<file path="src/rtl/demux8_collector.sv">
// Eight-slot collector: steers one WIDTH-bit word per handshake into y1..y8 and
// presents a held frame once all slots fill. Optional macro DEMUX_AUTO_INC_EN.
module demux8_collector #(
   parameter int unsigned WIDTH = 4
) (
   input  logic             clk,
   input  logic             rst,
   input  logic [WIDTH-1:0] d,
   input  logic             s0,
   input  logic             s1,
   input  logic             s2,
   input  logic             in_valid,
   output logic             in_ready,
   output logic [WIDTH-1:0] y1,
   output logic [WIDTH-1:0] y2,
   output logic [WIDTH-1:0] y3,
   output logic [WIDTH-1:0] y4,
   output logic [WIDTH-1:0] y5,
   output logic [WIDTH-1:0] y6,
   output logic [WIDTH-1:0] y7,
   output logic [WIDTH-1:0] y8,
   output logic [7:0]       slot_vld,
   output logic [3:0]       fill_cnt,
   output logic             frame_valid,
   input  logic             frame_ack
);

   localparam int unsigned NSLOT = 8;

   typedef enum logic {FILL = 1'b0, FULL = 1'b1} state_e;

   state_e                       state_q, state_d;
   logic [NSLOT-1:0][WIDTH-1:0]  y_q, y_d;
   logic [NSLOT-1:0]             slot_vld_q, slot_vld_d;
   logic [3:0]                   fill_cnt_q, fill_cnt_d;
   logic                         frame_valid_q, frame_valid_d;
   logic [2:0]                   sel;
   logic                         wr_en;

`ifdef DEMUX_AUTO_INC_EN
   // Write pointer replaces the select ports; its target is always empty in FILL.
   logic [2:0] ptr_q, ptr_d;
   logic       unused_sel;

   assign unused_sel = s0 ^ s1 ^ s2;
   assign sel        = ptr_q;
   assign in_ready   = (state_q == FILL);
   assign ptr_d      = wr_en ? 3'(ptr_q + 3'd1) : ptr_q;

   always_ff @(posedge clk or posedge rst) begin
      if (rst) ptr_q <= '0;
      else     ptr_q <= ptr_d;
   end
`else
   assign sel      = {s2, s1, s0};
   assign in_ready = (state_q == FILL) && !slot_vld_q[sel];
`endif

   assign wr_en = in_valid && in_ready;

   // Next-state: accept writes in FILL, clear flags on ack in FULL.
   always_comb begin
      state_d       = state_q;
      y_d           = y_q;
      slot_vld_d    = slot_vld_q;
      fill_cnt_d    = fill_cnt_q;
      frame_valid_d = frame_valid_q;
      case (state_q)
         FILL: begin
            if (wr_en) begin
               y_d[sel]        = d;
               slot_vld_d[sel] = 1'b1;
               fill_cnt_d      = 4'(fill_cnt_q + 4'd1);
               if (fill_cnt_q == 4'd7) begin
                  state_d       = FULL;
                  frame_valid_d = 1'b1;
               end
            end
         end
         FULL: begin
            if (frame_ack) begin
               state_d       = FILL;
               slot_vld_d    = '0;
               fill_cnt_d    = '0;
               frame_valid_d = 1'b0;
            end
         end
         default: state_d = FILL;
      endcase
   end

   always_ff @(posedge clk or posedge rst) begin
      if (rst) begin
         state_q       <= FILL;
         y_q           <= '0;
         slot_vld_q    <= '0;
         fill_cnt_q    <= '0;
         frame_valid_q <= 1'b0;
      end else begin
         state_q       <= state_d;
         y_q           <= y_d;
         slot_vld_q    <= slot_vld_d;
         fill_cnt_q    <= fill_cnt_d;
         frame_valid_q <= frame_valid_d;
      end
   end

   assign y1          = y_q[0];
   assign y2          = y_q[1];
   assign y3          = y_q[2];
   assign y4          = y_q[3];
   assign y5          = y_q[4];
   assign y6          = y_q[5];
   assign y7          = y_q[6];
   assign y8          = y_q[7];
   assign slot_vld    = slot_vld_q;
   assign fill_cnt    = fill_cnt_q;
   assign frame_valid = frame_valid_q;

endmodule

</file>
<file path="config.mk">
export PLATFORM = sky130hd
export DESIGN_NAME = demux8_collector
export DESIGN_NICKNAME = d
export VERILOG_FILES = /design/src/rtl/demux8_collector.sv
export SDC_FILE = /design/constraint.sdc
export NUM_CORES = 1
export LEC_CHECK = 0
export ABC_CLOCK_PERIOD_IN_PS = 5250
export BUFFER_PORTS_ARGS = -buffer_cell sky130_fd_sc_hd__clkbuf_2
export CORE_ASPECT_RATIO = 1.2
export CORE_MARGIN = 1
export CORE_UTILIZATION = 45
export CTS_CLUSTER_DIAMETER = 80
export DETAILED_ROUTE_END_ITERATION = 7
export GPL_TIMING_DRIVEN = 0
export MAX_ROUTING_LAYER = met4
export PLACE_DENSITY = 0.7
export SYNTH_ARGS = -nofsm -noshare
export SYNTH_HDL_FRONTEND = slang
export SYNTH_SLANG_ARGS = --single-unit
</file>
<file path="constraint.sdc">
create_clock -name clk -period 5.25 [get_ports clk]
set_input_delay 0.2625 -clock clk [delete_from_list [all_inputs] [get_ports clk]]
set_output_delay 0.2625 -clock clk [all_outputs]
set_load 0.05 [all_outputs]
</file>
==> metrics.md <==
| Metric | Value |
|---|---|
| CP Launch Type | `register` |
| Synth cell count leaders | `dfrtp_1, mux2_2, nand2_1` |
| Synth Register Bits | `46` |
| Initial antenna violation count | `0` |
| Worst Reg2Reg Path Length in Cells | `4` |
| Row cnt | `26` |
| Die Y | `76.1 um` |
| R2r endpoint | `y3[3]` |
| XOR/XNOR share of the synthesized area | `0%` |
| Initial DRC Count | `28` |
| Setup_tns | `0 ns` |
| Post-placement setup slack | `~3.2 ns` |
| Final period utilization | `between 30% and 40%` |
| Cell variety after synth | `35` |
| Met1 track demand over resource | `between 20% and 30%` |
| GRT overflow | `0` |
| Final Setup Violations | `0` |
| Syn Inst Count | `140` |
| DRT Pass-1 Iters | `4` |
| CP startpoint | `slot_vld[2]` |
| Status | `finished, final reports clean` |
| Final min period | `between 2 and 2.5 ns` |
| TritonCTS clock tree | `yes` |
| Detailed Route WL | `~4200 um` |
| Hold Vio Cnt, Final | `0` |
| Compound-Gate Fraction of Synth Area | `a little over an eighth` |
| Setup Fix Bufs, Post-CTS | `0` |
| GRT busiest layer | `met2` |
| Sequential cell area fraction in the yosys report | `a little under three fifths` |
| Critical register-to-register path startpoint | `slot_vld[3]` |
| Post-synthesis simple-gate area fraction | `between 7 and 8%` |
| GR Util met3 | `4.79%` |
| Starting density of the core | `a little under half` |
| Slew Limit Fails | `0` |
| CTS Buf Count | `5` |
| P&R area growth vs syn | `21.4%` |
| Skew-Pair Late Insertion Delay | `roughly 0.30 ns` |
| Relative max-transition margin | `between 30% and 40%` |
| Slowest stage cell, crit path | `o21ai_2` |
| I/O Buffers | `between 50 and 60` |
| Type of the worst min-delay path | `primary input to asynchronous set/reset pin` |
| CP cell instances | `mux2i_1 > o21ai_2 > a21oi_1 > clkbuf_2` |
| Max-cap viol count | `0` |
| Io pins | `57` |
| Post-synthesis mux area share | `21.0%` |
| Root Buffer | `clkbuf_8` |
| RSZ-0062 raised after global routing | `no` |
| Routability cong. | `0.786` |
| Detailed placement HPWL | `approximately 3100 um` |
| WP data required | `~5.0 ns` |
| Largest stage delay, worst path | `about 0.56 ns` |
| Total number of yosys warnings | `0` |
| Setup ws final | `between 3 and 4 ns` |
| Mean Syn Cell Area | `around 15 um^2` |
| Detailed-route vias per instance | `between 5 and 6` |
| DR WL/cell | `16.3 um` |
| Remaining DRCs | `0` |
| Clock-pin slew on the worst setup and hold paths | `around 0.090 ns` |
| Clock skew | `about 0.0094 ns` |
| Total GRT Usage | `19.4%` |
| Layout net count | `roughly 210` |
| Worst reg-to-reg setup slack | `~3.3 ns` |
| Tightest Pin Transition | `0.919 ns` |
| Vias | `1377` |
| Clk buf depth | `2` |
| Crit-path max FO | `10` |
| First-pass GRT wire length | `between 6000 and 7000 um` |
| Largest net degree at the start of global routing | `47` |
| Synth top area share | `between 50% and 60%` |
| Top-count cell post-synth | `dfrtp_1` |
| Mapped Area | `~2100 um^2` |
| Post-cts gate resize count | `0` |
| Core area | `4330 um^2` |
| Setup crit end kind | `output pin` |
| Async S/R FF share, synth | `100%` |
| Final Non-Filler Cells | `between 200 and 300` |
| Hold_buf cts | `0` |
| Post-synth top area cell | `dfrtp_1` |
| Vias in the first global route | `between 1000 and 1500` |
| Die span in x | `approximately 64 um` |
| End point of the critical path | `in_ready` |
| Syn Nets | `152` |
| Die ar. | `roughly 4900 um^2` |
| CP Class | `register to output pin` |
| Synth Flop Type | `dfrtp_1` |
| Share of layout cells above drive strength 1 | `between 50% and 60%` |
| Adder-Cell Fraction of Synth Area | `less than 1%` |
| Clock sink count | `46` |
| Global Route met2 Usage | `a little under a third` |
| EDFF count, synth | `0` |
| Largest family of logic cells by synthesized area | `multiplexers` |
| Dpl cells | `about 250` |
| Worst Path Arrival | `1.75 ns` |
| Final ANT Viol Nets | `0` |
| Inserted Diodes | `0` |
| Top cells by area, synth | `dfrtp_1, mux2_2, a2111oi_4` |
| Clock H-tree levels | `2` |
| Peak Freq | `496 MHz` |
-- worst max-delay path: cells and delay by family (launching register included) --
family | cells | cell delay, ns
multiplexers | 1 | 0.09
AO/OA/AOI/OAI | 2 | 0.72
flip-flops | 1 | 0.38
buffers and inverters | 1 | 0.26
-- worst min-delay path by stage --
stage | from | end | slack, ns | cells after the start
detailed placement | frame_ack | state_q | 0.48 | 2
global placement | frame_ack | state_q | 0.47 | 2
finish | rst | state_q | 0.15 | 2
CTS | frame_ack | state_q | 0.17 | 2
floorplan | frame_ack | state_q | 0.35 | 1
global route | frame_ack | state_q | 0.18 | 2
-- cell families (layout without fill, tap and decap cells) --
kind of cell,after synthesis,after routing
adders and majority gates,1,1
AOI/OAI and AO/OA,24,24
DFF,46,46
and+or+nand+nor,23,23
buffers and inverters,8,71
muxes,38,38
-- placed cells by master, fill, tap and decap left out --
cell        Yosys  final
o21ai_2         1      1
nand4bb_1       1      1
a2111oi_4       3      3
nand4_1         1      1
nand3_1         1      1
clkbuf_8        0      6
buf_4           1      1
ha_1            1      1
nand2_1        12     12
and3b_1         1      1
o211ai_4        1      1
clkbuf_1        1      1
a21o_1          1      1
mux2_2         31     31
a31oi_1         1      1
buf_6           1      1
nor4_2          1      1
mux2i_4         1      1
a21oi_2         2      2
or2_4           1      1
inv_1           5      4
o31ai_1         1      1
clkinv_2        0      1
a211oi_1        2      2
o221ai_4        1      1
nand2b_1        2      2
mux2i_1         5      5
a21oi_1         1      1
o32ai_1         1      1
a211o_1         1      1
nand3b_1        1      1
nor4_4          1      1
inv_2           0      1
or4_1           1      1
dfrtp_1        46     46
a21boi_0        1      1
o21a_1          7      7
clkbuf_2        0     55
clkinvlp_4      0      1
mux2_1          1      1
-- cell type report --
type	count	area [um^2]
fill	356	1830
sequential	46	1150
multi-input combinational	86	867
tap	56	70.1
clock buffer	6	82.6
timing repair buffer	55	275
buffer	3	22.5
clock inverter	2	12.5
inverter	5	18.8
-- stage by stage --
step           hold slack (ns)  utilization [%]  area, um^2
2_1_floorplan            0.354                -        2060
5_1_grt                  0.181             57.8        2500
6_report                 0.150             57.8        2500
3_3_place_gp             0.465             55.6        2400
3_5_place_dp             0.477             55.6        2400
4_1_cts                  0.166             57.8        2500
-- sequential cells by signal (all words and copies together), names as in the netlist --
signal and flops:
fill_cnt 4, frame_valid 1, slot_vld 8, state_q 1, y1 4, y2 4
y3 4, y4 4, y5 4, y6 4, y7 4, y8 4
-- routing by layer --
layer  vias up  wire (um)  share of wire (%)
met3         7        215                5.1
met4         0         64                1.5
met1       688       1770                 42
met2        42       2160                 51
li1        640          -                  -
met5         -          0                  0
Power is not shown: default switching activity piles up to over one toggle a cycle in this logic, so the estimate is an artifact.
